File: src/rtl/ir_decode_sm_pkg.sv
// Shared opcode map and control-path types for the model machine.
// The ALU keys its au_ac selection off the same opcode constants.
package model_pkg;

    localparam logic [3:0] OP_JMP  = 4'b0001;
    localparam logic [3:0] OP_JG   = 4'b0010;
    localparam logic [3:0] OP_IN   = 4'b0011;
    localparam logic [3:0] OP_OUT  = 4'b0100;
    localparam logic [3:0] OP_MOVI = 4'b0101;
    localparam logic [3:0] OP_SUB  = 4'b0110;
    localparam logic [3:0] OP_MOVD = 4'b0111;
    localparam logic [3:0] OP_HALT = 4'b1000;
    localparam logic [3:0] OP_ADD  = 4'b1001;
    localparam logic [3:0] OP_MOVA = 4'b1100;
    localparam logic [3:0] OP_MOVB = 4'b1101;
    localparam logic [3:0] OP_MOVC = 4'b1110;

    localparam logic SM_FETCH = 1'b0;
    localparam logic SM_EXEC  = 1'b1;

    typedef enum logic {
        ST_FETCH = SM_FETCH,
        ST_EXEC  = SM_EXEC
    } sm_state_e;

    typedef struct packed {
        logic mova;
        logic movb;
        logic movc;
        logic movd;
        logic add;
        logic sub;
        logic jmp;
        logic jg;
        logic in1;
        logic out1;
        logic movi;
        logic halt;
    } strobes_t;

endpackage

File: src/rtl/ir_decode_sm_if.sv
// Signal bundle between ir_decode_sm and its neighbours (RAM bus, con_signal, ALU).
// The decoder owns the slave side; whoever drives data_in and the enables uses master.
interface ir_decode_sm_if #(
    parameter int CNT_W = 16
);
    logic [7:0]       data_in;
    logic             ir_ld;
    logic             sm_en;
    logic             gf_en;
    logic             alu_gt;

    logic [7:0]       ir;
    logic             sm;
    logic             g;
    logic             mova, movb, movc, movd;
    logic             add, sub, jmp, jg;
    logic             in1, out1, movi, halt;
    logic             illegal;
    logic             halted;
    logic [CNT_W-1:0] instr_cnt;

    modport master (
        output data_in, ir_ld, sm_en, gf_en, alu_gt,
        input  ir, sm, g, mova, movb, movc, movd, add, sub, jmp, jg,
               in1, out1, movi, halt, illegal, halted, instr_cnt
    );

    modport slave (
        input  data_in, ir_ld, sm_en, gf_en, alu_gt,
        output ir, sm, g, mova, movb, movc, movd, add, sub, jmp, jg,
               in1, out1, movi, halt, illegal, halted, instr_cnt
    );

endinterface

File: src/rtl/ir_decode_sm_op_decoder.sv
// Purely combinational opcode decode; strobes only fire in the execute half-cycle.
module op_decoder
    import model_pkg::*;
(
    input  logic [3:0] op_i,
    input  logic       sm_i,
    output strobes_t   strb_o,
    output logic       illegal_o
);

    always_comb begin
        strb_o    = '0;
        illegal_o = 1'b0;
        if (sm_i == SM_EXEC) begin
            case (op_i)
                OP_JMP:  strb_o.jmp  = 1'b1;
                OP_JG:   strb_o.jg   = 1'b1;
                OP_IN:   strb_o.in1  = 1'b1;
                OP_OUT:  strb_o.out1 = 1'b1;
                OP_MOVI: strb_o.movi = 1'b1;
                OP_SUB:  strb_o.sub  = 1'b1;
                OP_MOVD: strb_o.movd = 1'b1;
                OP_HALT: strb_o.halt = 1'b1;
                OP_ADD:  strb_o.add  = 1'b1;
                OP_MOVA: strb_o.mova = 1'b1;
                OP_MOVB: strb_o.movb = 1'b1;
                OP_MOVC: strb_o.movc = 1'b1;
                // 0000, 1010, 1011, 1111 execute as NOPs
                default: illegal_o   = 1'b1;
            endcase
        end
    end

endmodule

File: src/rtl/ir_decode_sm.sv
// Instruction register, fetch/execute state bit, greater-than flag and retired count.
// Decode is delegated to op_decoder; every register lives here.
module ir_decode_sm
    import model_pkg::*;
#(
    parameter int CNT_W = 16
) (
    input  logic            clk,
    input  logic            rst_n,
    ir_decode_sm_if.slave   bus
);

    localparam logic [CNT_W-1:0] CNT_ONE = {{(CNT_W-1){1'b0}}, 1'b1};

    sm_state_e        state_q, state_d;
    logic [7:0]       ir_q, ir_d;
    logic             g_q, g_d;
    logic             halted_q, halted_d;
    logic [CNT_W-1:0] cnt_q, cnt_d;

    strobes_t         strb;
    logic             illegal;

    op_decoder u_op_decoder (
        .op_i      (ir_q[7:4]),
        .sm_i      (state_q == ST_EXEC),
        .strb_o    (strb),
        .illegal_o (illegal)
    );

    always_ff @(posedge clk or negedge rst_n) begin
        if (!rst_n) begin
            state_q  <= ST_FETCH;
            ir_q     <= 8'h00;
            g_q      <= 1'b0;
            halted_q <= 1'b0;
            cnt_q    <= '0;
        end else begin
            state_q  <= state_d;
            ir_q     <= ir_d;
            g_q      <= g_d;
            halted_q <= halted_d;
            cnt_q    <= cnt_d;
        end
    end

    always_comb begin
        state_d  = state_q;
        ir_d     = ir_q;
        g_d      = g_q;
        halted_d = halted_q;
        cnt_d    = cnt_q;

        if (bus.sm_en) begin
            state_d = (state_q == ST_FETCH) ? ST_EXEC : ST_FETCH;
        end

        // Once halted, the architectural state is frozen until reset
        if (bus.ir_ld && !halted_q) begin
            ir_d = bus.data_in;
        end
        if (bus.gf_en && !halted_q) begin
            g_d = bus.alu_gt;
        end

        // HALT never retires, even if sm_en is forced high around it
        if ((state_q == ST_EXEC) && bus.sm_en && !halted_q && !strb.halt) begin
            cnt_d = cnt_q + CNT_ONE;
        end

        if (strb.halt) begin
            halted_d = 1'b1;
        end
    end

    assign bus.ir        = ir_q;
    assign bus.sm        = (state_q == ST_EXEC);
    assign bus.g         = g_q;
    assign bus.halted    = halted_q;
    assign bus.instr_cnt = cnt_q;
    assign bus.illegal   = illegal;

    assign bus.mova      = strb.mova;
    assign bus.movb      = strb.movb;
    assign bus.movc      = strb.movc;
    assign bus.movd      = strb.movd;
    assign bus.add       = strb.add;
    assign bus.sub       = strb.sub;
    assign bus.jmp       = strb.jmp;
    assign bus.jg        = strb.jg;
    assign bus.in1       = strb.in1;
    assign bus.out1      = strb.out1;
    assign bus.movi      = strb.movi;
    assign bus.halt      = strb.halt;

endmodule

File: src/flat_wrapper.sv
// flat-port wrapper written by rule: the top's interface ports become plain ports
module ir_decode_sm_flat import model_pkg::*;
#(
    parameter int CNT_W = 16
)
  (clk, rst_n, bus_data_in, bus_ir_ld, bus_sm_en, bus_gf_en, bus_alu_gt, bus_ir, bus_sm, bus_g, bus_mova, bus_movb, bus_movc, bus_movd, bus_add, bus_sub, bus_jmp, bus_jg, bus_in1, bus_out1, bus_movi, bus_halt, bus_illegal, bus_halted, bus_instr_cnt);
  ir_decode_sm_if #(.CNT_W(CNT_W)) bus_i ();
  input  logic clk;
  input  logic rst_n;
  input wire logic [$bits(bus_i.data_in)-1:0] bus_data_in;
  input wire logic [$bits(bus_i.ir_ld)-1:0] bus_ir_ld;
  input wire logic [$bits(bus_i.sm_en)-1:0] bus_sm_en;
  input wire logic [$bits(bus_i.gf_en)-1:0] bus_gf_en;
  input wire logic [$bits(bus_i.alu_gt)-1:0] bus_alu_gt;
  output wire logic [$bits(bus_i.ir)-1:0] bus_ir;
  output wire logic [$bits(bus_i.sm)-1:0] bus_sm;
  output wire logic [$bits(bus_i.g)-1:0] bus_g;
  output wire logic [$bits(bus_i.mova)-1:0] bus_mova;
  output wire logic [$bits(bus_i.movb)-1:0] bus_movb;
  output wire logic [$bits(bus_i.movc)-1:0] bus_movc;
  output wire logic [$bits(bus_i.movd)-1:0] bus_movd;
  output wire logic [$bits(bus_i.add)-1:0] bus_add;
  output wire logic [$bits(bus_i.sub)-1:0] bus_sub;
  output wire logic [$bits(bus_i.jmp)-1:0] bus_jmp;
  output wire logic [$bits(bus_i.jg)-1:0] bus_jg;
  output wire logic [$bits(bus_i.in1)-1:0] bus_in1;
  output wire logic [$bits(bus_i.out1)-1:0] bus_out1;
  output wire logic [$bits(bus_i.movi)-1:0] bus_movi;
  output wire logic [$bits(bus_i.halt)-1:0] bus_halt;
  output wire logic [$bits(bus_i.illegal)-1:0] bus_illegal;
  output wire logic [$bits(bus_i.halted)-1:0] bus_halted;
  output wire logic [$bits(bus_i.instr_cnt)-1:0] bus_instr_cnt;
  assign bus_i.data_in = bus_data_in;
  assign bus_i.ir_ld = bus_ir_ld;
  assign bus_i.sm_en = bus_sm_en;
  assign bus_i.gf_en = bus_gf_en;
  assign bus_i.alu_gt = bus_alu_gt;
  assign bus_ir = bus_i.ir;
  assign bus_sm = bus_i.sm;
  assign bus_g = bus_i.g;
  assign bus_mova = bus_i.mova;
  assign bus_movb = bus_i.movb;
  assign bus_movc = bus_i.movc;
  assign bus_movd = bus_i.movd;
  assign bus_add = bus_i.add;
  assign bus_sub = bus_i.sub;
  assign bus_jmp = bus_i.jmp;
  assign bus_jg = bus_i.jg;
  assign bus_in1 = bus_i.in1;
  assign bus_out1 = bus_i.out1;
  assign bus_movi = bus_i.movi;
  assign bus_halt = bus_i.halt;
  assign bus_illegal = bus_i.illegal;
  assign bus_halted = bus_i.halted;
  assign bus_instr_cnt = bus_i.instr_cnt;
  ir_decode_sm #(.CNT_W(CNT_W)) u_core (.clk(clk), .rst_n(rst_n), .bus(bus_i));
endmodule
File: config.mk
export PLATFORM = sky130hd
export DESIGN_NAME = ir_decode_sm_flat
export DESIGN_NICKNAME = d
export VERILOG_FILES = /design/src/rtl/ir_decode_sm_pkg.sv /design/src/rtl/ir_decode_sm_if.sv /design/src/rtl/ir_decode_sm_op_decoder.sv /design/src/rtl/ir_decode_sm.sv /design/src/flat_wrapper.sv
export SDC_FILE = /design/constraint.sdc
export NUM_CORES = 1
export LEC_CHECK = 0
export CAP_MARGIN = 20
export CORE_ASPECT_RATIO = 1.1
export CORE_UTILIZATION = 45
export CTS_CLUSTER_SIZE = 30
export DETAILED_ROUTE_END_ITERATION = 8
export PLACE_DENSITY = 0.83
export SLEW_MARGIN = 0
export SYNTH_ARGS = -nofsm -noshare
export SYNTH_HDL_FRONTEND = slang
export SYNTH_SLANG_ARGS = --single-unit
File: constraint.sdc
create_clock -name clk -period 4.7 [get_ports clk]
set_clock_uncertainty 0.2 [all_clocks]
set_input_delay 0.94 -clock clk [delete_from_list [all_inputs] [get_ports clk]]
set_output_delay 0.94 -clock clk [all_outputs]
set_load 0.02 [all_outputs]
==> metrics.yaml <==
outcome: "finished clean"
initial_core_util_pct: 47.1
clock_path_buffers: 2
min_path_type: "flip-flop to flip-flop"
worstSetupPathType: "flip-flop to primary output"
final_hold_viol_count: 0
mappedNetlistArea_mm2: 0.00130
gp_congestion: 0.822
htreeDepth: 1
yosysTopAreaCellShare_pct: 52.1
synth_common_cells: "dfrtp_1, nor2_1, mux2_2"
worstPathRequired_ns: 3.56
synth_cell_type_count: 27
drive_gt1_share_pct: 13.7
grt_overflow: 0
fmax_mhz: 309
peakVddDrop_mv: 0.429
grt_pass1_wl_um: 4600
clkSinkCount: 27
drt-wirelength-per-cell_um: 14.3
antenna_cells: 0
place_hpwl_um: 2200
dieArea_mm2: 0.00310
final-setup-viol-count: 0
syn_inst: 113
vias: 1065
synth_ff_type: "dfrtp_1"
cts_tree: "yes"
ios: 54
cap_violations: 0
track_usage_pct: 20.2
cp-end-kind: "primary output"
yosysMostFrequentCell: "dfrtp_1"
die_h_um: 58.3
ys_seq_area_share_pct: 52.1
synth_area_leaders: "dfrtp_1, mux2_2, xnor2_1"
syn_area_per_cell_um2: 11.5
pre_cts_ws_ns: 1.86
worstMarginPinSlew_ns: 0.689
post_cts_buffers: 0
clk_pin_slew_ns: 0.16
multi_input_area_um2: 596
wirelength_um: 2870
synth_edf_count: 0
cp_data_arrival_time_ns: 2.09
first_global_vias: 1053
syn-num-nets: 128
cts-root-buf: "clkbuf_4"
clk_latency_ns: 0.34
nNetsFinal: 184
drtIter0Drc: 10
path_max_fanout: 8
antenna_found_initial: 0
num_rows: 20
fin_crit_sh_pct: 68.8
synth_seq_cells: 27
grt_max_degree: 26
instances_no_fill: 201
slew_violations: 0
holdPathStages: 1
yosysWarnings: 0
postCtsHoldBufs: 0
cts_buffers: 3
die_w_um: 53.2
drtPass1Iterations: 4
regArea_um2: 676
fin_crit_ns: 3.23
rsz0062_at_grt: "no"
ant_nets: 0
relSlewSlack_pct: 54.0
yosysTopAreaCell: "dfrtp_1"
fin_tns_setup_ns: 0
dp_cells: 196
drc: 0
cts_resized: 0
vias_per_cell: 5.30
reg2reg_depth: 4
power.density_mw_per_mm2: 515
fill_cells: 237
io_buffers: 53
async_flop_share_pct: 100
syn2layout_area_growth_pct: 46.2
start_kind: "flip-flop"
postLayoutSetupSlackWorst_ns: 1.47
coreArea_mm2: 0.00275
p_leak_nw: 0.773
[worst max-delay path, cell delays in order, from the launching register on]
cell	delay [ns]
dfrtp_1	0.53
or3b_2	0.50
nor2_1	0.12
clkdlybuf4s50_1	0.60
[placed cells by master (no fill, tap or decap), types with 4 or more instances in the layout]
cell,count
nand2_1,7
nand4_1,4
xnor2_1,9
nand3_1,7
dfrtp_1,27
nor3_1,5
nor2_1,12
xor2_1,7
mux2_2,10
clkdlybuf4s50_1,53
[stage by stage]
stage | total power, mW | util [%] | area (um2) | hold WS (ns)
detailed placement | 0.875 | 67.2 | 1850 | 0.270
global placement | 0.856 | 67.2 | 1850 | 0.257
finish | 0.976 | 68.9 | 1900 | 0.287
global route | 1.03 | 68.9 | 1900 | 0.310
floorplan | 0.647 | - | 1300 | 0.378
CTS | 0.982 | 68.3 | 1880 | 0.290
[report_power, final]
group,switching [mW],internal (mW)
Clock,0.0748,0.0327
Combinational,0.225,0.246
Sequential,0.0997,0.298
[area by class of cell]
| class | instances | share of cell area [%] |
|---|---|---|
| clock buffers | 3 | 1.19 |
| clock inverters | 1 | 0.396 |
| multi-input cells | 82 | 31.4 |
| flip-flops and latches | 27 | 35.6 |
| well taps | 33 | 2.18 |
| repair buffers | 55 | 29.2 |
[registers in the layout, summed over array words and instances (netlist names)]
| signal | count |
|---|---|
| u_core.bus.g | 1 |
| u_core.bus.halted | 1 |
| u_core.bus.instr_cnt | 16 |
| u_core.bus.ir | 8 |
| u_core.bus.sm | 1 |
[cell families after synthesis]
group	count (synthesis)	share of synthesized area, %
compound gates	1	0.483
xor+xnor	16	10.8
fa+ha+maj	1	0.965
buf+inv	4	1.93
flops	27	52.1
mux	10	8.69
simple gates	54	25.0
[final timing paths]
check / from / endpoint / slack [ns]
max in group asynchronous: rst_n / u_core.bus.ir[7] / 3.19
setup / recovery: u_core.bus.sm / bus_in1 / 1.47
min in group asynchronous: rst_n / u_core.bus.instr_cnt[10] / 0.67
setup reg to reg: u_core.bus.ir[4] / u_core.bus.instr_cnt[6] / 2.75
hold reg to reg: u_core.bus.instr_cnt[15] / u_core.bus.instr_cnt[15] / 0.29
hold / removal: u_core.bus.instr_cnt[15] / u_core.bus.instr_cnt[15] / 0.29
[per-layer routing]
metal / vias to the layer above / wire, um / global-route usage [%]
li1: 503 / - / -
met1: 516 / 1160 / 24.1
met2: 43 / 1490 / 35.4
met3: 3 / 188 / 4.13
met4: 0 / 30 / 7.52
met5: - / 0 / 0
No activity file was read; power rests on OpenSTA's default activity.
